### src/rtl/heading_pkg.sv
// Shared definitions for the heading producer: FSM state encoding, default
// calibration/scale parameters and the heading word width used by PD_math.
package heading_pkg;

   typedef enum logic [1:0] {IDLE, CAL, RUN} state_e;

   localparam int unsigned CAL_LOG2_DEF   = 11;
   localparam int unsigned HEAD_SHIFT_DEF = 11;
   localparam int unsigned HEAD_W         = 16;

endpackage

### src/rtl/heading_integrator_if.sv
// Sensor-to-PD_math heading bundle.
//   strt_cal, yaw_rt, rt_vld : driven by the sensor side (master)
//   heading, vld, cal_done   : driven by the integrator (slave)
interface heading_integrator_if;
   import heading_pkg::*;

   logic                     strt_cal;
   logic signed [HEAD_W-1:0] yaw_rt;
   logic                     rt_vld;
   logic signed [HEAD_W-1:0] heading;
   logic                     vld;
   logic                     cal_done;

   modport master (output strt_cal, yaw_rt, rt_vld, input heading, vld, cal_done);
   modport slave  (input strt_cal, yaw_rt, rt_vld, output heading, vld, cal_done);

endinterface

### src/rtl/heading_cal_avg.sv
// Gyro zero-rate offset averager.
//   clk, rst : clock, synchronous active-high reset
//   clr      : clear sum and sample counter (offset is kept)
//   sample   : accept yaw_rt into the running sum
//   yaw_rt   : signed raw rate sample
//   done     : this sample is the 2^CAL_LOG2-th one (combinational)
//   offset   : registered arithmetic-floor mean of the last calibration
module heading_cal_avg
   import heading_pkg::*;
#(
   parameter int unsigned CAL_LOG2 = CAL_LOG2_DEF
) (
   input  logic                     clk,
   input  logic                     rst,
   input  logic                     clr,
   input  logic                     sample,
   input  logic signed [HEAD_W-1:0] yaw_rt,
   output logic                     done,
   output logic signed [HEAD_W-1:0] offset
);

   localparam int unsigned SW = HEAD_W + CAL_LOG2;

   logic signed [SW-1:0]     sum_q, sum_d, sum_nxt, avg;
   logic [CAL_LOG2-1:0]      cnt_q, cnt_d;
   logic signed [HEAD_W-1:0] offset_q, offset_d;

   always_comb begin
      sum_nxt  = sum_q + {{CAL_LOG2{yaw_rt[HEAD_W-1]}}, yaw_rt};
      avg      = sum_nxt >>> CAL_LOG2;
      done     = sample && (cnt_q == '1);
      sum_d    = sum_q;
      cnt_d    = cnt_q;
      offset_d = offset_q;
      if (clr) begin
         sum_d = '0;
         cnt_d = '0;
      end else if (sample) begin
         if (done) begin
            // final sample is folded in combinationally so the offset is ready on this edge
            offset_d = avg[HEAD_W-1:0];
            sum_d    = '0;
            cnt_d    = '0;
         end else begin
            sum_d = sum_nxt;
            cnt_d = cnt_q + 1'b1;
         end
      end
   end

   always_ff @(posedge clk) begin
      if (rst) begin
         sum_q    <= '0;
         cnt_q    <= '0;
         offset_q <= '0;
      end else begin
         sum_q    <= sum_d;
         cnt_q    <= cnt_d;
         offset_q <= offset_d;
      end
   end

   assign offset = offset_q;

endmodule

### src/rtl/heading_integrator.sv
// Converts gyro yaw-rate samples into the signed heading and one-cycle valid
// strobe consumed by PD_math. Calibrates the zero-rate offset first, then
// integrates offset-corrected rate; heading wraps as an angle.
//   clk, rst : clock, synchronous active-high reset
//   bus      : slave side of heading_integrator_if
//              (strt_cal, yaw_rt, rt_vld in; heading, vld, cal_done out)
module heading_integrator
   import heading_pkg::*;
#(
   parameter int unsigned CAL_LOG2   = CAL_LOG2_DEF,
   parameter int unsigned HEAD_SHIFT = HEAD_SHIFT_DEF
) (
   input  logic                 clk,
   input  logic                 rst,
   heading_integrator_if.slave  bus
);

   localparam int unsigned AW = 17 + HEAD_SHIFT;

   state_e                   state_q, state_d;
   logic [AW-1:0]            acc_q, acc_d, acc_sum;
   logic signed [HEAD_W-1:0] heading_q, heading_d;
   logic                     vld_q, vld_d;
   logic                     cal_done_q, cal_done_d;

   logic                     cal_clr, cal_sample, cal_last;
   logic signed [HEAD_W-1:0] offset;
   logic signed [16:0]       diff;

   // strt_cal is ignored while calibrating, so the averager is only cleared outside CAL
   assign cal_clr    = bus.strt_cal && (state_q != CAL);
   assign cal_sample = bus.rt_vld && (state_q == CAL);

   heading_cal_avg #(.CAL_LOG2(CAL_LOG2)) u_cal (
      .clk    (clk),
      .rst    (rst),
      .clr    (cal_clr),
      .sample (cal_sample),
      .yaw_rt (bus.yaw_rt),
      .done   (cal_last),
      .offset (offset)
   );

   always_comb begin
      diff       = {bus.yaw_rt[HEAD_W-1], bus.yaw_rt} - {offset[HEAD_W-1], offset};
      acc_sum    = acc_q + {{HEAD_SHIFT{diff[16]}}, diff};
      state_d    = state_q;
      acc_d      = acc_q;
      heading_d  = heading_q;
      vld_d      = 1'b0;
      cal_done_d = cal_done_q;
      case (state_q)
         IDLE: begin
            if (bus.strt_cal) state_d = CAL;
         end
         CAL: begin
            if (cal_last) begin
               state_d    = RUN;
               cal_done_d = 1'b1;
               acc_d      = '0;
            end
         end
         RUN: begin
            if (bus.strt_cal) begin
               state_d    = CAL;
               cal_done_d = 1'b0;
               acc_d      = '0;
               heading_d  = '0;
            end else if (bus.rt_vld) begin
               acc_d     = acc_sum;
               heading_d = acc_sum[HEAD_SHIFT+HEAD_W-1:HEAD_SHIFT];
               vld_d     = 1'b1;
            end
         end
         default: state_d = IDLE;
      endcase
   end

   always_ff @(posedge clk) begin
      if (rst) begin
         state_q    <= IDLE;
         acc_q      <= '0;
         heading_q  <= '0;
         vld_q      <= 1'b0;
         cal_done_q <= 1'b0;
      end else begin
         state_q    <= state_d;
         acc_q      <= acc_d;
         heading_q  <= heading_d;
         vld_q      <= vld_d;
         cal_done_q <= cal_done_d;
      end
   end

   assign bus.heading  = heading_q;
   assign bus.vld      = vld_q;
   assign bus.cal_done = cal_done_q;

endmodule
### src/flat_wrapper.sv
// flat-port wrapper written by rule: the top's interface ports become plain ports
module heading_integrator_flat import heading_pkg::*;
#(
   parameter int unsigned CAL_LOG2   = CAL_LOG2_DEF,
   parameter int unsigned HEAD_SHIFT = HEAD_SHIFT_DEF
)
  (clk, rst, bus_strt_cal, bus_yaw_rt, bus_rt_vld, bus_heading, bus_vld, bus_cal_done);
  heading_integrator_if bus_i ();
  input  logic clk;
  input  logic rst;
  input wire logic [$bits(bus_i.strt_cal)-1:0] bus_strt_cal;
  input wire logic [$bits(bus_i.yaw_rt)-1:0] bus_yaw_rt;
  input wire logic [$bits(bus_i.rt_vld)-1:0] bus_rt_vld;
  output wire logic [$bits(bus_i.heading)-1:0] bus_heading;
  output wire logic [$bits(bus_i.vld)-1:0] bus_vld;
  output wire logic [$bits(bus_i.cal_done)-1:0] bus_cal_done;
  assign bus_i.strt_cal = bus_strt_cal;
  assign bus_i.yaw_rt = bus_yaw_rt;
  assign bus_i.rt_vld = bus_rt_vld;
  assign bus_heading = bus_i.heading;
  assign bus_vld = bus_i.vld;
  assign bus_cal_done = bus_i.cal_done;
  heading_integrator #(.CAL_LOG2(CAL_LOG2), .HEAD_SHIFT(HEAD_SHIFT)) u_core (.clk(clk), .rst(rst), .bus(bus_i));
endmodule
### config.mk
export PLATFORM = sky130hd
export DESIGN_NAME = heading_integrator_flat
export DESIGN_NICKNAME = d
export VERILOG_FILES = /design/src/rtl/heading_pkg.sv /design/src/rtl/heading_integrator_if.sv /design/src/rtl/heading_cal_avg.sv /design/src/rtl/heading_integrator.sv /design/src/flat_wrapper.sv
export SDC_FILE = /design/constraint.sdc
export NUM_CORES = 1
export LEC_CHECK = 0
export ABC_AREA = 0
export CAP_MARGIN = 20
export CORE_MARGIN = 1.5
export CORE_UTILIZATION = 40
export CTS_BUF_LIST = sky130_fd_sc_hd__clkbuf_2 sky130_fd_sc_hd__clkbuf_4 sky130_fd_sc_hd__clkbuf_8
export DETAILED_ROUTE_END_ITERATION = 10
export GPL_TIMING_DRIVEN = 1
export HOLD_SLACK_MARGIN = 0.05
export PLACE_DENSITY = 0.61
export SYNTH_ARGS = -nofsm -noshare
export SYNTH_HDL_FRONTEND = slang
export SYNTH_HIERARCHICAL = 1
export SYNTH_SLANG_ARGS = --single-unit
### constraint.sdc
create_clock -name clk -period 6.9 [get_ports clk]
set_clock_uncertainty 0.1 [all_clocks]
set_input_delay 1.725 -clock clk [delete_from_list [all_inputs] [get_ports clk]]
set_output_delay 1.725 -clock clk [all_outputs]
set_load 0.01 [all_outputs]
# [Word-level counts from Yosys, hierarchy flattened]
# Index checks and enable logic that the tools add are counted.
# Widths: inputs -> output; s select.
[totals] out_inout_bits=18 wordCells=51 input_bits=20 reg_bits=102
[op_classes] add_sub_neg=4 bitwise_logic=2 n_eq_ne=8 n_mux=15 reduce_logical=14
[ops] cell="$mux 28" count=3
[ops] cell="$pmux 28 s2" count=1
[ops] cell="$mux 16" count=2
[ops] cell="$add 28x28->28" count=1
[ops] cell="$add 27x27->27" count=1
[ops] cell="$mux 27" count=1
[ops] cell="$sub 16x16->17" count=1
[ops] cell="$add 11x1->11 const B" count=1
[ops] cell="$eq 11x11->1 const B" count=1
[ops] cell="$mux 11" count=1
[ops] cell="$reduce_and 3->1" count=3
[ops] cell="$ne 2x1->1 const B" count=3
[ops] cell="$mux 2" count=2
[ops] cell="$pmux 2 s2" count=1
[ops] cell="$reduce_and 2->1" count=2
[ops] cell="$reduce_bool 2->1" count=2
[ops] cell="$reduce_or 2->1" count=2
[ops] cell="$logic_and 1x1->1" count=3
[ops] cell="$mux 1" count=3
[ops] cell="$ne 3x3->1 const B" count=1
[ops] cell="$reduce_or 3->1" count=1
[ops] cell="$eq 2x1->1 const B" count=1
[ops] cell="$eq 2x2->1 const B" count=1
[ops] cell="$logic_not 2->1" count=1
[ops] cell="other kinds (3)" count=4

# [Depth between registers and ports, before layout]
# Gate-level depths: netlist of run 1.
[depth] depth_word=5 ltp_mapped=19

# [Modules after synthesis]
# The synthesis of run 1 kept the hierarchy.
[modules_own_cells] mod="heading_integrator" area_per_inst_um2=3865.0 cells_each=488 instances=1 seq_area_each_um2=940.9
[modules_own_cells] mod="heading_cal_avg" area_per_inst_um2=3728.6 cells_each=469 instances=1 seq_area_each_um2=1081.0

# [Worst setup path after synthesis of run 1]
# No wires, ideal clock.
[synth_timing] path_kind="input-to-reg" start="in bus_yaw_rt[0]" end="reg u_core.acc_q[24]" arrival_time_ns=5.173 cell_stages=17 path_buffers=0 path_slack_ns=1.563 cell_sequence="inv_1 > ha_1 > fa_1 > inv_1 > a21o_1 > a22o_1 > o41ai_4 > o41a_1 > ha_1 > a21o_1 > a21o_1 > a21oi_2 > nor2_1 > a211oi_1 > o21ai_0 > or3b_1 > nand4_1"
[synth_via] elab_chain_len=5
[synth_rtl] element="from (decl)" line_no="flat_wrapper.sv:12" rtl="input wire logic [$bits(bus_i.yaw_rt)-1:0] bus_yaw_rt;"
[synth_rtl] element="$sub 16x16->17" line_no="heading_integrator.sv:45" rtl="diff = {bus.yaw_rt[HEAD_W-1], bus.yaw_rt} - {offset[HEAD_W-1], offset};"
[synth_rtl] element="$add 28x28->28" line_no="heading_integrator.sv:46" rtl="acc_sum = acc_q + {{HEAD_SHIFT{diff[16]}}, diff};"
[synth_rtl] element="$mux 28" line_no="heading_integrator.sv:69" rtl="end else if (bus.rt_vld) begin"
[synth_rtl] element="$mux 28" line_no="heading_integrator.sv:64" rtl="if (bus.strt_cal) begin"
[synth_rtl] element="$pmux 28 s2" line_no="heading_integrator.sv:52" rtl="case (state_q)"
[synth_rtl] element="to (signal assigned)" line_no="heading_integrator.sv:82" rtl="acc_q <= '0;"
[synth_rtl] element="to (signal assigned)" line_no="heading_integrator.sv:88" rtl="acc_q <= acc_d;"
[synth_rtl] element="to (decl)" line_no="heading_integrator.sv:21" rtl="logic [AW-1:0] acc_q, acc_d, acc_sum;"
# No other way between the ends. The select of a mux whose other input is x is not followed.
# A chain may end at the register's enable or synchronous reset.

# [Final worst setup path of run 1]
[layout_timing] start="in bus_yaw_rt[0]" end="reg u_core.heading_q[14] (netlist: u_core/bus.heading[14])"
[layout_via] elab_chain_len=4
[layout_rtl] element="$sub 16x16->17" line_no="heading_integrator.sv:45"
[layout_rtl] element="$add 28x28->28" line_no="heading_integrator.sv:46"
[layout_rtl] element="$mux 16" line_no="heading_integrator.sv:69"
[layout_rtl] element="$mux 16" line_no="heading_integrator.sv:64"
[layout_rtl] element="to (signal assigned)" line_no="heading_integrator.sv:89" rtl="heading_q <= heading_d;"
[layout_rtl] element="to (decl)" line_no="heading_integrator.sv:22" rtl="logic signed [HEAD_W-1:0] heading_q, heading_d;"
# No other way between the ends. The select of a mux whose other input is x is not followed.

==> results.json, run 1 <==
{
  "run_status": "completed",
  "postRouteAntennaNets": 0,
  "slowest_stage": "o41a_1",
  "p_leak_nw": 3.44,
  "intPower_w": 0.000850,
  "finalHoldViolations": 0,
  "overflow": 0,
  "avgSynthCellArea_um2": 7.93,
  "ff2ff_path_depth": 16,
  "comb_power_share": 0.196,
  "pin_count": 38,
  "syn_area_um2": 7590,
  "final_common_cell": "nand2_1",
  "cts_resized": 0,
  "firstDrtPassIters": 5,
  "startpoint_type": "input port",
  "synth-xor-area-share": 0.0634,
  "yosys.area.top_type": "dfxtp_1",
  "post-place-cells": 1200,
  "synth_compound_area_frac": 0.256,
  "ys_warn_count": 6,
  "worstHoldStart": "u_core/bus.heading[1]",
  "synthAdderAreaFrac": 0.127,
  "drc": 0,
  "postCtsSetupRepairBufs": 0,
  "reg2reg_from": "u_core/u_cal/offset[0]",
  "syn_inst": 957,
  "timing.fmax_mhz": 171,
  "holdPathStages": 2,
  "setup_viol": 0,
  "relSlewSlack": 0.309,
  "power_w": 0.00123,
  "wl_um": 19500,
  "tightest_slew_ns": 1.03,
  "grt_max_degree": 37,
  "antenna_found_initial": 0,
  "drive_gt1_frac": 0.0580,
  "rsz0062_at_grt": "no",
  "core_um2": 18600,
  "clk_pin_slew_worst_paths_ns": 0.10,
  "yosysSeqAreaShare": 0.266,
  "worstPathRequired_ns": 7.06,
  "final-instance-count-excl-fill": 1216,
  "slowest_delay_ns": 0.68,
  "layout_common_cells": "112 x nand2_1, 101 x dfxtp_1, 84 x a21oi_1, 78 x nor2_1, 72 x ha_1",
  "start_util": 0.407,
  "synth_edf_count": 0,
  "end_kind": "register",
  "hold_path.class": "register to register",
  "cts_sinks": 101,
  "cp.arrival_ns": 6.00,
  "cap_viol_max_count": 0,
  "finalMaxSlewViolations": 0,
  "crit_path_max_fanout": 12,
  "wire_per_inst_um": 16.0,
  "p_clk_frac": 0.324,
  "cts-root-buf": "clkbuf_8",
  "vias_per_cell": 5.62,
  "grt_pass1_vias": 6336,
  "vias": 6832,
  "fp.dieArea_um2": 19800,
  "synth-main-ff-cell": "dfxtp_1",
  "ys_async_sr_fraction": 0,
  "ys_types": 88,
  "grt_first_pass_wirelength_um": 31700,
  "yosys.area_share.simple": 0.234,
  "hpwl_um": 14700,
  "vdd.ir_drop.worst_v": 0.0000754,
  "synth.area.top_cells": "dfxtp_1 27%, ha_1 12%, a21oi_1 5.5%, nand2_1 5.5%, xnor2_1 3.9%",
  "powerDensity_nw_per_um2": 148,
  "nets": 1072,
  "netSwitchingFraction": 0.309,
  "drt-initial-drc-count": 507,
  "grt_usage": 0.199,
  "synthMuxAreaShare": 0.00676,
  "multi_input_area_um2": 5210,
  "period_minus_slack_ns": 5.84,
  "clk_latency_ns": 0.39,
  "antenna_cells": 0,
  "die_h_um": 141,
  "synth_fp_nets": 1052,
  "path_cells": "clkdlybuf4s50_1 > inv_1 > ha_1 > fa_1 > inv_1 > a21o_1 > a22o_1 > o41ai_4 > o41a_1 > ha_1 > a21o_1 > a221oi_2 > o21a_1 > o21ai_1 > mux2_2 > nor2_1 > a211oi_1 > nand2_1",
  "worstHoldEndpoint": "u_core/bus.heading[1]",
  "pwr-share-seq": 0.480,
  "finalCritPeriodShare": 0.846,
  "cts_buffer_depth": 2,
  "synthToLayoutAreaGrowth_pct": 9.59,
  "io_buffers": 37,
  "seq_area_um2": 2020,
  "synth_seq_cells": 101,
  "hold_buffers": 0,
  "path_class": "input port to register",
  "fill_cells": 1854,
  "reg2reg_to": "u_core/bus.heading[14]",
  "netSwitchingPower_w": 0.000381,
  "cts_tree": "yes",
  "synth_top_family_by_area": "compound AO/OA/AOI/OAI gates",
  "yosysTopAreaCellShare": 0.266,
  "cts_buffers": 9,
  "std_cell_rows": 50,
  "r2r_slack_ns": 2.57,
  "gp_congestion": 0.862,
  "dieWidth_um": 141,
  "finalSetupTns_ns": 0,
  "htreeDepth": 3
}
stage by stage:
stage               setup slack, ns  cell area (um^2)  hold WS [ns]   util
finish                         1.06              8320         0.347  0.446
global route                  0.773              8320         0.363  0.446
detailed placement            0.624              8130         0.336  0.436
CTS                            1.05              8320         0.352  0.446
floorplan                      1.56              7590         0.322      -
global placement              0.730              8130         0.332  0.436
area by class of cell:
| type | instances | area share |
|---|---|---|
| well taps | 234 | 0.0352 |
| clock inverters | 7 | 0.00872 |
| repair buffers | 46 | 0.0526 |
| inverters | 43 | 0.0194 |
| multi-input cells | 776 | 0.626 |
| flip-flops and latches | 101 | 0.243 |
| clock buffers | 9 | 0.0149 |
logic make-up after synthesis:
group                    Yosys count
multiplexers                       5
AND/OR/NAND/NOR                  358
buffers and inverters             80
AO/OA/AOI/OAI                    283
XOR/XNOR                          55
adder cells (fa/ha/maj)           75
flip-flops                       101
synthesized netlist by cell type (10+ instances only):
cell	count
ha_1	72
a21o_1	39
a22o_1	10
o21ai_0	37
clkbuf_1	19
nand2_1	112
dfxtp_1	101
xor2_1	21
nor3_1	21
o21a_1	10
inv_1	41
nand4_1	20
nor2_1	78
nand3_1	44
xnor2_1	34
and3_1	13
a21oi_1	84
state kept, by name (all words and copies together), names as in the netlist:
| name | flops |
|---|---|
| u_core/acc_q | 27 |
| u_core/u_cal/sum_q | 27 |
| u_core/bus.heading | 16 |
| u_core/u_cal/offset | 16 |
| u_core/u_cal/cnt_q | 11 |
| u_core/state_q | 2 |
| u_core/bus.cal_done | 1 |
| u_core/bus.vld | 1 |
worst max-delay path, delay by kind of cell:
kind | cells | cell delay (ns)
compound gates | 9 | 2.19
buf+inv | 3 | 0.60
simple gates | 2 | 0.13
fa+ha+maj | 3 | 1.13
mux | 1 | 0.24
per-layer routing:
metal  vias up  routed length, um  GRT usage  share of wire
met4         0                210     0.0581          0.011
met5         -                  0          0              0
li1       3529                  -          -              -
met3        16                662     0.0204          0.034
met1      3165               9990      0.285           0.51
met2       122               8610      0.316           0.44
power by group through the flow:
stage	Clock, W	Combinational, W	Sequential (W)
global route	0.000438	0.000265	0.000592
floorplan	0	0.000178	0.000603
finish	0.000399	0.000241	0.000591
global placement	0	0.000237	0.000604
detailed placement	0	0.000238	0.000604
CTS	0.000416	0.000239	0.000591
worst max-delay path by stage:
stage,slack (ns),endpoint,cells past startpoint,from
2_1_floorplan,1.56,u_core/acc_q[24],17,bus_yaw_rt[0]
3_3_place_gp,0.73,u_core/bus.heading[14],18,bus_yaw_rt[0]
3_5_place_dp,0.62,u_core/bus.heading[14],18,bus_yaw_rt[0]
4_1_cts,1.05,u_core/bus.heading[14],18,bus_yaw_rt[0]
5_1_grt,0.77,u_core/bus.heading[14],18,bus_yaw_rt[0]
6_report,1.06,u_core/bus.heading[14],18,bus_yaw_rt[0]
No activity file was read; power rests on OpenSTA's default activity.
==> run 2: changes to the inputs <==
- clock period: 6.9 -> 5.8 ns (I/O delays scaled with it)
==> results.json, run 2 (synthesis results as in run 1) <==
{
  "grt_pass1_vias": 6217,
  "cts-root-buf": "clkbuf_8",
  "cts_buffer_depth": 2,
  "wl_um": 19200,
  "intPower_w": 0.000990,
  "rsz0062_at_grt": "no",
  "grt_usage": 0.194,
  "relSlewSlack": 0.448,
  "die_h_um": 141,
  "vdd.ir_drop.worst_v": 0.000112,
  "period_minus_slack_ns": 5.28,
  "pwr-share-seq": 0.485,
  "run_status": "completed",
  "synthToLayoutAreaGrowth_pct": 10.7,
  "drive_gt1_frac": 0.0694,
  "io_buffers": 37,
  "end_kind": "register",
  "fill_cells": 1907,
  "cts_buffers": 9,
  "vias": 6819,
  "antenna_found_initial": 0,
  "cts_tree": "yes",
  "wire_per_inst_um": 15.6,
  "std_cell_rows": 50,
  "hpwl_um": 14700,
  "layout_common_cells": "112 x nand2_1, 101 x dfxtp_1, 84 x a21oi_1, 78 x nor2_1, 72 x ha_1",
  "cts_sinks": 101,
  "finalCritPeriodShare": 0.910,
  "tightest_slew_ns": 0.828,
  "cts_resized": 0,
  "dieWidth_um": 141,
  "grt_first_pass_wirelength_um": 31100,
  "grt_max_degree": 29,
  "p_clk_frac": 0.313,
  "largestRegisters": "u_core/acc_q: 27 flops, u_core/u_cal/sum_q: 27 flops",
  "postRouteAntennaNets": 0,
  "overflow": 0,
  "worstPathRequired_ns": 6.05,
  "core_um2": 18600,
  "clk_pin_slew_worst_paths_ns": 0.11,
  "crit_path_max_fanout": 8,
  "nets": 1084,
  "firstDrtPassIters": 5,
  "clk_latency_ns": 0.40,
  "htreeDepth": 3,
  "finalMaxSlewViolations": 0,
  "startpoint_type": "input port",
  "comb_power_share": 0.202,
  "cap_viol_max_count": 0,
  "netSwitchingFraction": 0.317,
  "start_util": 0.407,
  "drc": 0,
  "drt-initial-drc-count": 388,
  "netSwitchingPower_w": 0.000460,
  "finalSetupTns_ns": 0,
  "hold_path.class": "register to register",
  "whs_ns": 0.347,
  "timing.fmax_mhz": 189,
  "use_met3": 0.0360,
  "finalHoldViolations": 0,
  "cp.arrival_ns": 5.53,
  "gp_congestion": 0.868,
  "use_met1": 0.278,
  "power_w": 0.00145,
  "grt_busiest_layer": "met2",
  "postCtsSetupRepairBufs": 0,
  "hold_buffers": 0,
  "vias_per_cell": 5.55,
  "p_leak_nw": 3.49,
  "antenna_cells": 0,
  "path_class": "input port to register",
  "final_common_cell": "nand2_1",
  "pin_count": 38,
  "powerDensity_nw_per_um2": 172,
  "setup_viol": 0,
  "fp.dieArea_um2": 19800,
  "grt_use_met2": 0.307
}
-- run 2: changes by cell type in the layout (fill, tap and decap cells not counted), sizes merged --
cell / delta
buf: +12
bufinv: -1
clkbuf: +1
clkinv: -2
clkinvlp: +1
inv: +1
-- run 2: path summary, 6_finish.rpt --
path,from,end,slack (ns),cells past startpoint
hold reg to reg,u_core/bus.heading[1],u_core/bus.heading[1],0.35,2
hold / removal,u_core/bus.heading[1],u_core/bus.heading[1],0.35,2
setup reg to reg,u_core/u_cal/offset[1],u_core/acc_q[26],1.68,18
setup / recovery,bus_yaw_rt[0],u_core/acc_q[24],0.52,18
-- run 2: metal layers --
metal | vias up | part of all wire | wire (um)
met3 | 14 | 0.036 | 698
met5 | - | 0 | 0
met1 | 3135 | 0.51 | 9840
met2 | 112 | 0.44 | 8450
met4 | 0 | 0.0086 | 164
li1 | 3558 | - | -
-- run 2: area by class of cell --
cell class                 count  area (um^2)  area share
clock inverter                 6         52.6     0.00625
tap                          234          293      0.0348
sequential                   101         2020       0.241
multi-input combinational    776         5210       0.620
inverter                      43          161      0.0192
clock buffer                  10          138      0.0164
timing repair buffer          58          528      0.0628
-- run 2: power groups by stage --
stage	Combinational [W]	Sequential (W)	Clock (W)
after floorplan	0.000211	0.000718	0
after global placement	0.000289	0.000719	0
after detailed placement	0.000289	0.000719	0
after CTS	0.000290	0.000703	0.000479
after global routing	0.000324	0.000704	0.000500
final	0.000293	0.000703	0.000453
-- run 2: worst max-delay path, stage by stage --
cell and delay, ns:
clkdlybuf4s50_1 0.48, inv_1 0.05, ha_1 0.20, fa_1 0.41, inv_1 0.07, a21o_1 0.12
a22o_1 0.20, o41ai_4 0.10, o41a_1 0.59, ha_1 0.35, a21o_1 0.18, a21o_1 0.19
a21oi_2 0.15, nor2_1 0.06, a211oi_1 0.25, o21ai_0 0.18, or3b_1 0.41, nand4_1 0.11
-- run 2: metrics by stage --
stage	util	worst slack, ns	area (um^2)	cells
floorplan	-	0.738	7590	957
global placement	0.440	0.195	8210	1211
detailed placement	0.440	0.110	8210	1211
CTS	0.450	0.540	8400	1227
global route	0.451	0.253	8410	1228
finish	0.451	0.521	8410	1228
